--- src/rtl/ysyx_24090018_ifu_fetch.sv ---
// ysyx_24090018_ifu_fetch: blocking instruction fetch with one outstanding request,
// redirect handling and draining of abandoned responses.
module ysyx_24090018_ifu_fetch #(
    parameter logic [31:0] RESET_PC = 32'h8000_0000,
    parameter int          XLEN     = 32
) (
    input  logic            clk,
    input  logic            rst_n,
    output logic            imem_req_valid_o,
    input  logic            imem_req_ready_i,
    output logic [XLEN-1:0] imem_req_addr_o,
    input  logic            imem_rsp_valid_i,
    input  logic [XLEN-1:0] imem_rsp_data_i,
    input  logic            imem_rsp_err_i,
    input  logic            redirect_valid_i,
    input  logic [XLEN-1:0] redirect_pc_i,
    output logic            inst_valid_o,
    input  logic            inst_ready_i,
    output logic [XLEN-1:0] inst_o,
    output logic [XLEN-1:0] inst_pc_o,
    output logic            inst_err_o
);
    localparam logic [1:0] S_REQ   = 2'd0;
    localparam logic [1:0] S_WAIT  = 2'd1;
    localparam logic [1:0] S_OUT   = 2'd2;
    localparam logic [1:0] S_DRAIN = 2'd3;
    localparam logic [XLEN-1:0] NOP = XLEN'(32'h0000_0013);

    logic [1:0]      state_q, state_d;
    logic [XLEN-1:0] pc_q, pc_d, inst_q, inst_d, ipc_q, ipc_d;
    logic            err_q, err_d;
    logic            hs;

    assign imem_req_valid_o = state_q == S_REQ;
    assign inst_valid_o     = state_q == S_OUT;
    assign imem_req_addr_o  = pc_q;
    assign inst_o           = inst_q;
    assign inst_pc_o        = ipc_q;
    assign inst_err_o       = err_q;
    assign hs               = imem_req_valid_o && imem_req_ready_i;

    // A redirect overrides everything; an accepted-but-unanswered request forces DRAIN.
    always_comb begin
        state_d = state_q;
        pc_d    = pc_q;
        inst_d  = inst_q;
        ipc_d   = ipc_q;
        err_d   = err_q;
        if (redirect_valid_i) begin
            pc_d = redirect_pc_i & ~XLEN'(3);
            case (state_q)
                S_REQ:   state_d = hs ? S_DRAIN : S_REQ;
                S_OUT:   state_d = S_REQ;
                default: state_d = imem_rsp_valid_i ? S_REQ : S_DRAIN;
            endcase
        end else begin
            case (state_q)
                S_REQ:   state_d = hs ? S_WAIT : S_REQ;
                S_WAIT:
                    if (imem_rsp_valid_i) begin
                        state_d = S_OUT;
                        inst_d  = imem_rsp_err_i ? NOP : imem_rsp_data_i;
                        ipc_d   = pc_q;
                        err_d   = imem_rsp_err_i;
                    end
                S_OUT:
                    if (inst_ready_i) begin
                        state_d = S_REQ;
                        pc_d    = pc_q + XLEN'(4);
                    end
                default: state_d = imem_rsp_valid_i ? S_REQ : S_DRAIN;
            endcase
        end
    end

    always_ff @(posedge clk or negedge rst_n) begin
        if (!rst_n) begin
            state_q <= S_REQ;
            pc_q    <= RESET_PC & ~XLEN'(3);
            inst_q  <= '0;
            ipc_q   <= '0;
            err_q   <= 1'b0;
        end else begin
            state_q <= state_d;
            pc_q    <= pc_d;
            inst_q  <= inst_d;
            ipc_q   <= ipc_d;
            err_q   <= err_d;
        end
    end
endmodule
--- config.mk ---
export PLATFORM = sky130hd
export DESIGN_NAME = ysyx_24090018_ifu_fetch
export DESIGN_NICKNAME = d
export VERILOG_FILES = /design/src/rtl/ysyx_24090018_ifu_fetch.sv
export SDC_FILE = /design/constraint.sdc
export NUM_CORES = 1
export LEC_CHECK = 0
export BUFFER_PORTS_ARGS = -buffer_cell sky130_fd_sc_hd__buf_2
export CAP_MARGIN = 20
export CELL_PAD_IN_SITES_DETAIL_PLACEMENT = 1
export CELL_PAD_IN_SITES_GLOBAL_PLACEMENT = 2
export CORE_ASPECT_RATIO = 1.5
export CORE_UTILIZATION = 28
export DETAILED_ROUTE_END_ITERATION = 16
export PLACE_DENSITY = 0.89
export SLEW_MARGIN = 20
export SYNTH_ARGS = -nofsm -noshare
export SYNTH_HDL_FRONTEND = slang
export SYNTH_SLANG_ARGS = --single-unit
--- constraint.sdc ---
create_clock -name clk -period 2.5 [get_ports clk]
set_input_delay 0.25 -clock clk [delete_from_list [all_inputs] [get_ports clk]]
set_output_delay 0.25 -clock clk [all_outputs]
set_load 0.01 [all_outputs]
==> reports/results.txt, run 1 <==
Cells fill 37.2% of the core in the end. The die covers 16400 um^2. The number of max-slew violations in the final report was 0.

TritonCTS built the clock tree. Of the total power, combinational logic draws 31.5%. The I/O pin count came out at 170. Sequential cells account for 42.0% of the total power. The floorplan has 56 rows. Dividing the synthesized area by the synthesized cell count gives 8.93 um^2. In this run the critical register-to-register path is captured at imem_req_addr_o[16].

For the pin with the worst max-slew slack, the measured transition is 0.710 ns. The tools report the number of global-route vias before repair as 4248. The total leakage power is 2.94 nW, and the layout-stage area growth over the synthesis result is 30.4%. Yosys printed 0 warnings. The most critical setup path has its endpoint at imem_req_addr_o[16]. The clock transition at the registers of the reported paths is 0.07 ns. The top cell family by delay on the critical path is simple AND/OR/NAND/NOR gates. The critical path is of the reg -> reg type. The final layout contains 721 nets. The logs give 0 for the number of antenna-violating nets in the routed design and 0.35 ns for the clock latency of the later-clocked register in the worst-skew pair. The count of buffering cells on the critical path with inverters included works out to 0.

The initial utilization of the core area, before any placement, comes to 28.5%. The run gives 0 as the quantity of gates resized following cts. Dividing the final minimum period by the clock period gives 83.3%. The hold violation count in the final report was 0. The reg-to-reg setup timing slack was 0.42 ns; the cell area after layout was 5790 um^2. The worst-case IR drop observed on VDD is 0.000420 V. Once the clock tree was built, the setup fixing pass inserted 0 buffers. The aggregate global-route resource usage came out at 17.3%. The critical path goes through nand2b_1 > or3_4 > or4_1 > a31oi_1.

STA puts the critical path data required time at 2.77 ns. Derived from the worst setup path, the maximum achievable clock frequency is 480 MHz. Hold timing on the final database bottoms out at a slack of 0.113 ns. Summing all placed instances gives a cell area of 5450 um^2. The critical register-to-register path startpoint is state_q[0]. Synthesis handed over a netlist of 497 instances. In this run the worst setup path begins at state_q[0]. The share of total power in the clock network was 26.5%. In this run the number of cells on the critical path is 4. The global placer's final weighted congestion is 0.759, and the clock skew is 0.00830 ns.

Critical path's slowest cell: sky130_fd_sc_hd__or3_4. The flow ran to the end, and the final reports show no timing, DRC or antenna violations. After detailed routing, the average wire length per cell comes to 16.4 um. Synthesis instantiated 43 different standard cells from the library.

The worst pin sits at a relative slew slack of 52.7%. For this design the total switching power over the nets is 2.07 mW. The die is 156 um tall. Of all nets on the critical path, the largest fanout is 15. The number of antenna violations at the first check in global routing came out at 0.

For this run, the slowest stage of the critical path takes 0.56 ns. The worst reg-to-reg path cell count works out to 4. The cell area after synthesis was 4440 um^2; the number of detailed-routing iterations run before antenna repair was 6. For the finished layout, the period the worst path requires is 2.08 ns. In this run the clock root is driven by a sky130_fd_sc_hd__clkbuf_16. For the sequential cell area fraction in the yosys report, the log shows 53.6%. The port buffer count was 163. The tools report the number of endpoints failing setup at the final stage as 0. For the antenna diode count, the log shows 0. The logs give 14.0 mm for the routed wire length and 54 for the maximum number of pins on one net before global-route repair. Cell internal power was estimated by the tool at 3.72 mW. The worst setup path is launched from a flop.

STA puts the critical path data arrival time at 2.35 ns. For the number of buffers on the longest clock path, the log shows 2. Power spread over the standard cell area amounts to 1000 nW/um^2. STA classifies the critical path endpoint as a flop. The final setup TNS is 0 ns. For this design, the sink count on the clock tree is 95. The net switching fraction of the power is 35.8%. The tools report the H-tree depth as 3.

The initial DRC count was 148; the wire length of the first global-routing pass was 22.3 mm. Detailed placement HPWL: 10.4 mm. Cells with a size suffix above 1 make up 29.8% of the layout. Setup repair after global routing left no endpoint under its margin.

After detailed routing, the number of vias per cell comes to 4.82. The die extent in x is 105 um. The worst min-delay path category was in -> reg. Summed over all layers, the global routing overflow is 0. For this block, the via count after detailed routing is 4129. TritonCTS created 9 clock buffers. The floorplan step defined a core boundary enclosing 15600 um^2.

Max-cap violations in this run came to 0. For this run, design rule violations remaining after detail routing come to 0. The count of state elements after synthesis was 95.
## stage by stage
step / worst slack, ns / power [mW] / instances
global route: 0.302 / 6.19 / 857
global placement: 0.487 / 4.23 / 840
floorplan: 0.525 / 3.36 / 500
finish: 0.417 / 5.79 / 857
detailed placement: 0.415 / 4.33 / 840
CTS: 0.398 / 5.89 / 857
## power groups by stage
| stage | clock (mW) | combinational (mW) | sequential, mW |
|---|---|---|---|
| 3_3_place_gp | 0 | 1.80 | 2.43 |
| 3_5_place_dp | 0 | 1.86 | 2.47 |
| 2_1_floorplan | 0 | 0.663 | 2.70 |
| 6_report | 1.54 | 1.82 | 2.43 |
| 4_1_cts | 1.58 | 1.87 | 2.44 |
| 5_1_grt | 1.64 | 2.04 | 2.51 |
## sequential cells by signal (all words and copies together) (netlist names)
register and flops:
imem_req_addr_o 30, inst_o 32, inst_err_o 1, state_q 2, inst_pc_o 30
## Yosys cell counts (all sizes together)
| master | count | area (um^2) |
|---|---|---|
| a31oi | 18 | 113 |
| o311ai | 1 | 8.76 |
| and3 | 3 | 18.8 |
| nor2b | 2 | 12.5 |
| and4 | 3 | 26.3 |
| a221o | 1 | 10.0 |
| dfrtp | 94 | 2350 |
| nor2 | 22 | 82.6 |
| or3 | 9 | 61.3 |
| ha | 1 | 12.5 |
| or4 | 11 | 86.3 |
| nand2b | 2 | 12.5 |
| or4b | 1 | 10.0 |
| nor3 | 5 | 25.0 |
| nand3b | 30 | 225 |
| o41ai | 3 | 26.3 |
| conb | 1 | 3.75 |
| nand4 | 9 | 77.6 |
| nand4b | 4 | 35.0 |
| and2 | 1 | 6.26 |
| o21ai | 25 | 125 |
| nand3 | 6 | 30.0 |
| buf | 8 | 56.3 |
| a22oi | 1 | 7.51 |
| nor4b | 1 | 8.76 |
| o31ai | 9 | 67.6 |
| a21o | 1 | 7.51 |
| inv | 5 | 18.8 |
| xnor2 | 7 | 61.3 |
| clkbuf | 26 | 98.8 |
| nand2 | 179 | 672 |
| xor2 | 3 | 26.3 |
| nor4 | 3 | 18.8 |
| mux2i | 1 | 10.0 |
| dfstp | 1 | 26.3 |
## what timing repair did
action | CTS | global route
hold buffers | 1 | 0
setup endpoints to repair | 0 | 0
endpoints found under the hold margin | 51 | 0
## placed cells by master, fill, tap and decap left out, types with 2 or more instances in the layout
cell                        Yosys  final
sky130_fd_sc_hd__a31oi_1       18     18
sky130_fd_sc_hd__and3_1         3      3
sky130_fd_sc_hd__and4_1         3      3
sky130_fd_sc_hd__buf_2          3    162
sky130_fd_sc_hd__buf_4          4      8
sky130_fd_sc_hd__bufinv_16      0      2
sky130_fd_sc_hd__clkbuf_16      0      9
sky130_fd_sc_hd__clkinv_4       0      2
sky130_fd_sc_hd__conb_1         1      4
sky130_fd_sc_hd__dfrtp_1       94     94
sky130_fd_sc_hd__inv_1          4      4
sky130_fd_sc_hd__nand2_1      179    179
sky130_fd_sc_hd__nand3_1        6      6
sky130_fd_sc_hd__nand3b_1      30     30
sky130_fd_sc_hd__nand4_1        7      7
sky130_fd_sc_hd__nand4b_1       4      4
sky130_fd_sc_hd__nor2_1        22     21
sky130_fd_sc_hd__nor2b_1        2      2
sky130_fd_sc_hd__nor3_1         5      5
sky130_fd_sc_hd__nor4_1         3      3
sky130_fd_sc_hd__o21ai_0       25     25
sky130_fd_sc_hd__o31ai_1        9      9
sky130_fd_sc_hd__o41ai_1        3      3
sky130_fd_sc_hd__or3_1          8      8
sky130_fd_sc_hd__or4_1         10     10
sky130_fd_sc_hd__xnor2_1        7      7
sky130_fd_sc_hd__xor2_1         3      3
## layout make-up
type / count / area, um^2
fillers: 1876 / 9760
flip-flops and latches: 95 / 2380
multi-input cells: 366 / 1910
repair buffers: 172 / 901
well taps: 203 / 254
clock buffers: 10 / 239
clock inverters: 6 / 91.3
inverters: 5 / 18.8
## how the worst min path moves through the flow
stage,from,endpoint,slack (ns),depth (start not counted)
6_report,redirect_pc_i[4],imem_req_addr_o[4],0.11,3
5_1_grt,imem_rsp_data_i[4],inst_o[4],0.12,3
3_3_place_gp,rst_n,inst_pc_o[24],0.33,1
3_5_place_dp,rst_n,inst_pc_o[24],0.34,1
2_1_floorplan,rst_n,imem_req_addr_o[10],-0.05,0
4_1_cts,redirect_pc_i[4],imem_req_addr_o[4],0.10,3
## layer usage
metal	part of all wire, %	global-route usage [%]	up-vias
met3	4.2	2.96	23
met4	2.6	7.71	0
met5	0	0	-
met2	52	30.9	111
li1	-	-	1986
met1	41	20.4	2009
## worst reg2reg max path, cell delays in order (launching register included)
cell	delay [ns]
sky130_fd_sc_hd__dfrtp_1	0.41
sky130_fd_sc_hd__nand2b_1	0.33
sky130_fd_sc_hd__or3_4	0.56
sky130_fd_sc_hd__or4_1	0.54
sky130_fd_sc_hd__a31oi_1	0.17
## cells by family after synthesis
group / share of synthesized area, %
simple gates: 31.7
flops: 53.6
compound gates: 8.23
buf+inv: 3.92
xor+xnor: 1.97
fa+ha+maj: 0.282
other cells: 0.0844
mux: 0.225
Note: power is estimated with default switching activity, not from simulation.
==> run 2: changes to the inputs <==
Settings changed: CORE_UTILIZATION 28 to 25, PLACE_DENSITY 0.89 to 0.85.
Clock period 2.5 ns to 1.7 ns, I/O delays scaled along.
==> run 2 against run 1 <==
The flow now finishes with violations (negative setup slack); highest routed layer unchanged; power is 52% higher; critical path type unchanged; final area up 14%; largest cell class unchanged; routed wire length up 20%; register-to-register slack got worse by 0.65 ns; largest power group unchanged; sequential power up 45%.
==> reports/results.txt, run 2 (synthesis gave the netlist of run 1 again) <==
Fmax: 518 MHz (+8.0%). Maximum net fanout on the critical path: 2 (-13). Number of max-slew violations in the final report: 0 (unchanged). The tools report the critical register-to-register path startpoint as imem_req_addr_o[2].

For the number of antenna-violating nets in the routed design, the log shows 0 (unchanged). The number of cells in the finished layout apart from fillers is 935 (+9.1%). The flip-flop and latch area is 2390 um^2 (+0.53%). The clock buffer count from CTS is 9 (unchanged). The tools report the starting utilization of the core area as 25.6% (-3.0 points). The final reports fail on negative setup slack.

For the area of the core, the log shows 17300 um^2 (+12%). The maximum number of pins on one net before global-route repair was 96 (+78%). The max-cap violation count was 0 (unchanged); the number of nets in the finished design was 789 (+9.4%). The flip-flop count of the largest register after layout was 32 (unchanged). The element type at the critical path start was a flop. The H-tree depth is 3 (unchanged).

The I/O pin count is 170 (unchanged), and the site row count is 59 (+5.4%). The clock transition at the registers of the reported paths works out to 0.08 ns (about the same). The leftover overflow at the end of global routing was 0 (unchanged). For the number of detailed-routing iterations run before antenna repair, the log shows 6 (unchanged). Layout-stage area growth over the synthesis result: 49.1%.

The die outline height was 165 um (+5.8%); the fraction of the core area covered by cells at the end of the flow was 38.2% (+0.94 points). The via-per-instance ratio came out at 4.86 (+0.89%). The wire length of the first global-routing pass is 25.6 mm (+15%).

The tools report the terminus of the critical flop-to-flop path as imem_req_addr_o[18]. The worst hold path cell count works out to 3 (unchanged). The final critical path time including I/O delays and setup came out at 1.93 ns (-0.154 ns). The total leakage power came out at 3.33 nW (+13%). The tools report the footprint of the multi-input gates as 2190 um^2 (+15%). The library cell used most frequently in the layout, excluding fill and tap cells, is sky130_fd_sc_hd__nand2_1. The run gives 11.4 mm (+9.6%) as the detailed placement HPWL. The final setup TNS was -2.12 ns (-2.12 ns).

The run gives 0 (unchanged) as the antenna diode count. The number of global-route vias before repair is 4802 (+13%), and the detailed-route via count is 4545 (+10%). The initial DRC count came out at 245 (+66%). The tools report the worst hold path endpoint as imem_req_addr_o[4].

Smallest hold slack: 0.0336 ns (-0.0793 ns). The run finished, with violations left. The logs give 2 (unchanged) for the number of buffers on the longest clock path and 17.7% (+0.33 points) for the aggregate global-route resource usage. The reg-to-reg setup timing slack is -0.23 ns (-0.65 ns). The number of endpoints failing setup at the final stage was 20 (+20); the port buffer count was 163 (unchanged). The run gives 2047 (+9.1%) as the number of filler instances in the final layout. The tree is rooted in a sky130_fd_sc_hd__clkbuf_16. The worst slack after detailed placement is -0.221 ns (-0.636 ns). The normalized max-slew margin is 60.0% (+7.3 points), and the power density over the cells is 1330 nW/um^2 (+33%). For the routed wire length, the log shows 16.9 mm (+20%). Setup repair after global routing could not meet its margin everywhere. The run gives 1.97 ns (-0.80 ns) as the required time reported for the critical path endpoint. The ratio of cells with drive above 1 in the final layout was 42.1% (+12 points); the worst-margin pin slew was 0.600 ns (-0.109 ns). TritonCTS built the clock tree. For the global placer's final weighted congestion, the log shows 0.808 (+6.5%).

The tools report the clock latency of the later-clocked register in the worst-skew pair as 0.35 ns (about the same). In this run the worst setup path begins at imem_req_addr_o[2]. In the layout the commonest cells are sky130_fd_sc_hd__nand2_1, sky130_fd_sc_hd__buf_2, sky130_fd_sc_hd__dfrtp_1, sky130_fd_sc_hd__buf_4, sky130_fd_sc_hd__nand3b_1.

The final cycle utilization of the critical path works out to 114% (+30 points). DRC violation count after routing: 0 (unchanged). The total power is 8.82 mW (+52%), and the number of instances in the placed design is 900 (+7.1%). The routed length per placed instance was 18.0 um (+10%); the data arrival time of the critical path was 2.20 ns (-0.15 ns). The kind of critical path was reg -> reg. For the maximum ir drop on the vdd rail, the log shows 0.000438 V (+4.2%). The worst hold path belongs to the class in -> reg. The number of antenna violations at the first check in global routing was 1 (+1).

Die outline area: 18300 um^2 (+12%). The hold violation count in the final report was 0 (unchanged). The endpoint kind of the worst setup timing path was a flop. The die extent in x is 111 um (+5.7%).

The worst reg-to-reg path cell count is 7 (+3). The launch instance of the worst min-delay path was redirect_pc_i[4]. The run gives 5900 um^2 (+8.2%) as the instance area after placement. The TritonCTS sink count came out at 95 (unchanged). The minimum setup slack in the final design is -0.230 ns (-0.646 ns).

Cell area after layout: 6620 um^2 (+14%). For the clock skew, the log shows 0.0106 ns (+0.00233 ns).
run 2: worst max path at each step:
stage / end / slack [ns] / cells past startpoint
final: imem_req_addr_o[18] / -0.23 / 7
after global routing: imem_req_addr_o[18] / -0.28 / 7
after CTS: imem_req_addr_o[18] / -0.18 / 6
after detailed placement: imem_req_addr_o[16] / -0.22 / 5
after global placement: imem_req_addr_o[28] / -0.12 / 5
after floorplan: imem_req_addr_o[22] / -0.21 / 6
run 2: per-layer routing:
| metal | vias up | part of all wire, % | global-route usage, % |
|---|---|---|---|
| met5 | - | 0 | 0 |
| met4 | 0 | 4.0 | 8.85 |
| met3 | 37 | 3.2 | 2.81 |
| met2 | 135 | 53 | 32.2 |
| met1 | 2247 | 40 | 20.0 |
| li1 | 2126 | - | - |
run 2: worst max-delay path: stages (launching register included):
cell and delay, ns:
sky130_fd_sc_hd__dfrtp_2 0.39, sky130_fd_sc_hd__ha_4 0.14, sky130_fd_sc_hd__nand4_1 0.13, sky130_fd_sc_hd__buf_4 0.18
sky130_fd_sc_hd__buf_6 0.12, sky130_fd_sc_hd__nor4_4 0.18, sky130_fd_sc_hd__or4b_4 0.51, sky130_fd_sc_hd__a31oi_4 0.18
run 2: layout make-up:
type / instances / share of cell area, %
Sequential cell: 95 / 36.1
Multi-Input combinational cell: 367 / 33.0
Timing Repair Buffer: 239 / 21.9
Tap cell: 213 / 4.02
Clock buffer: 9 / 3.40
Clock inverter: 7 / 1.28
Inverter: 5 / 0.283
run 2: where the power goes:
group	switching, mW	internal, mW	leakage [nW]	total [mW]
Sequential	0.448	3.08	1.17	3.53
Clock	0.976	1.17	0.153	2.15
Combinational	1.84	1.30	2.01	3.15
run 2: what timing repair did:
action                                  CTS  global route
hold buffers                              1             0
resized for setup                        16            32
endpoints found under the setup margin   16            23
hold endpoints to repair                 94             0
buffers inserted                         12             6
gates cloned                              1             0
pin swaps                                15            21
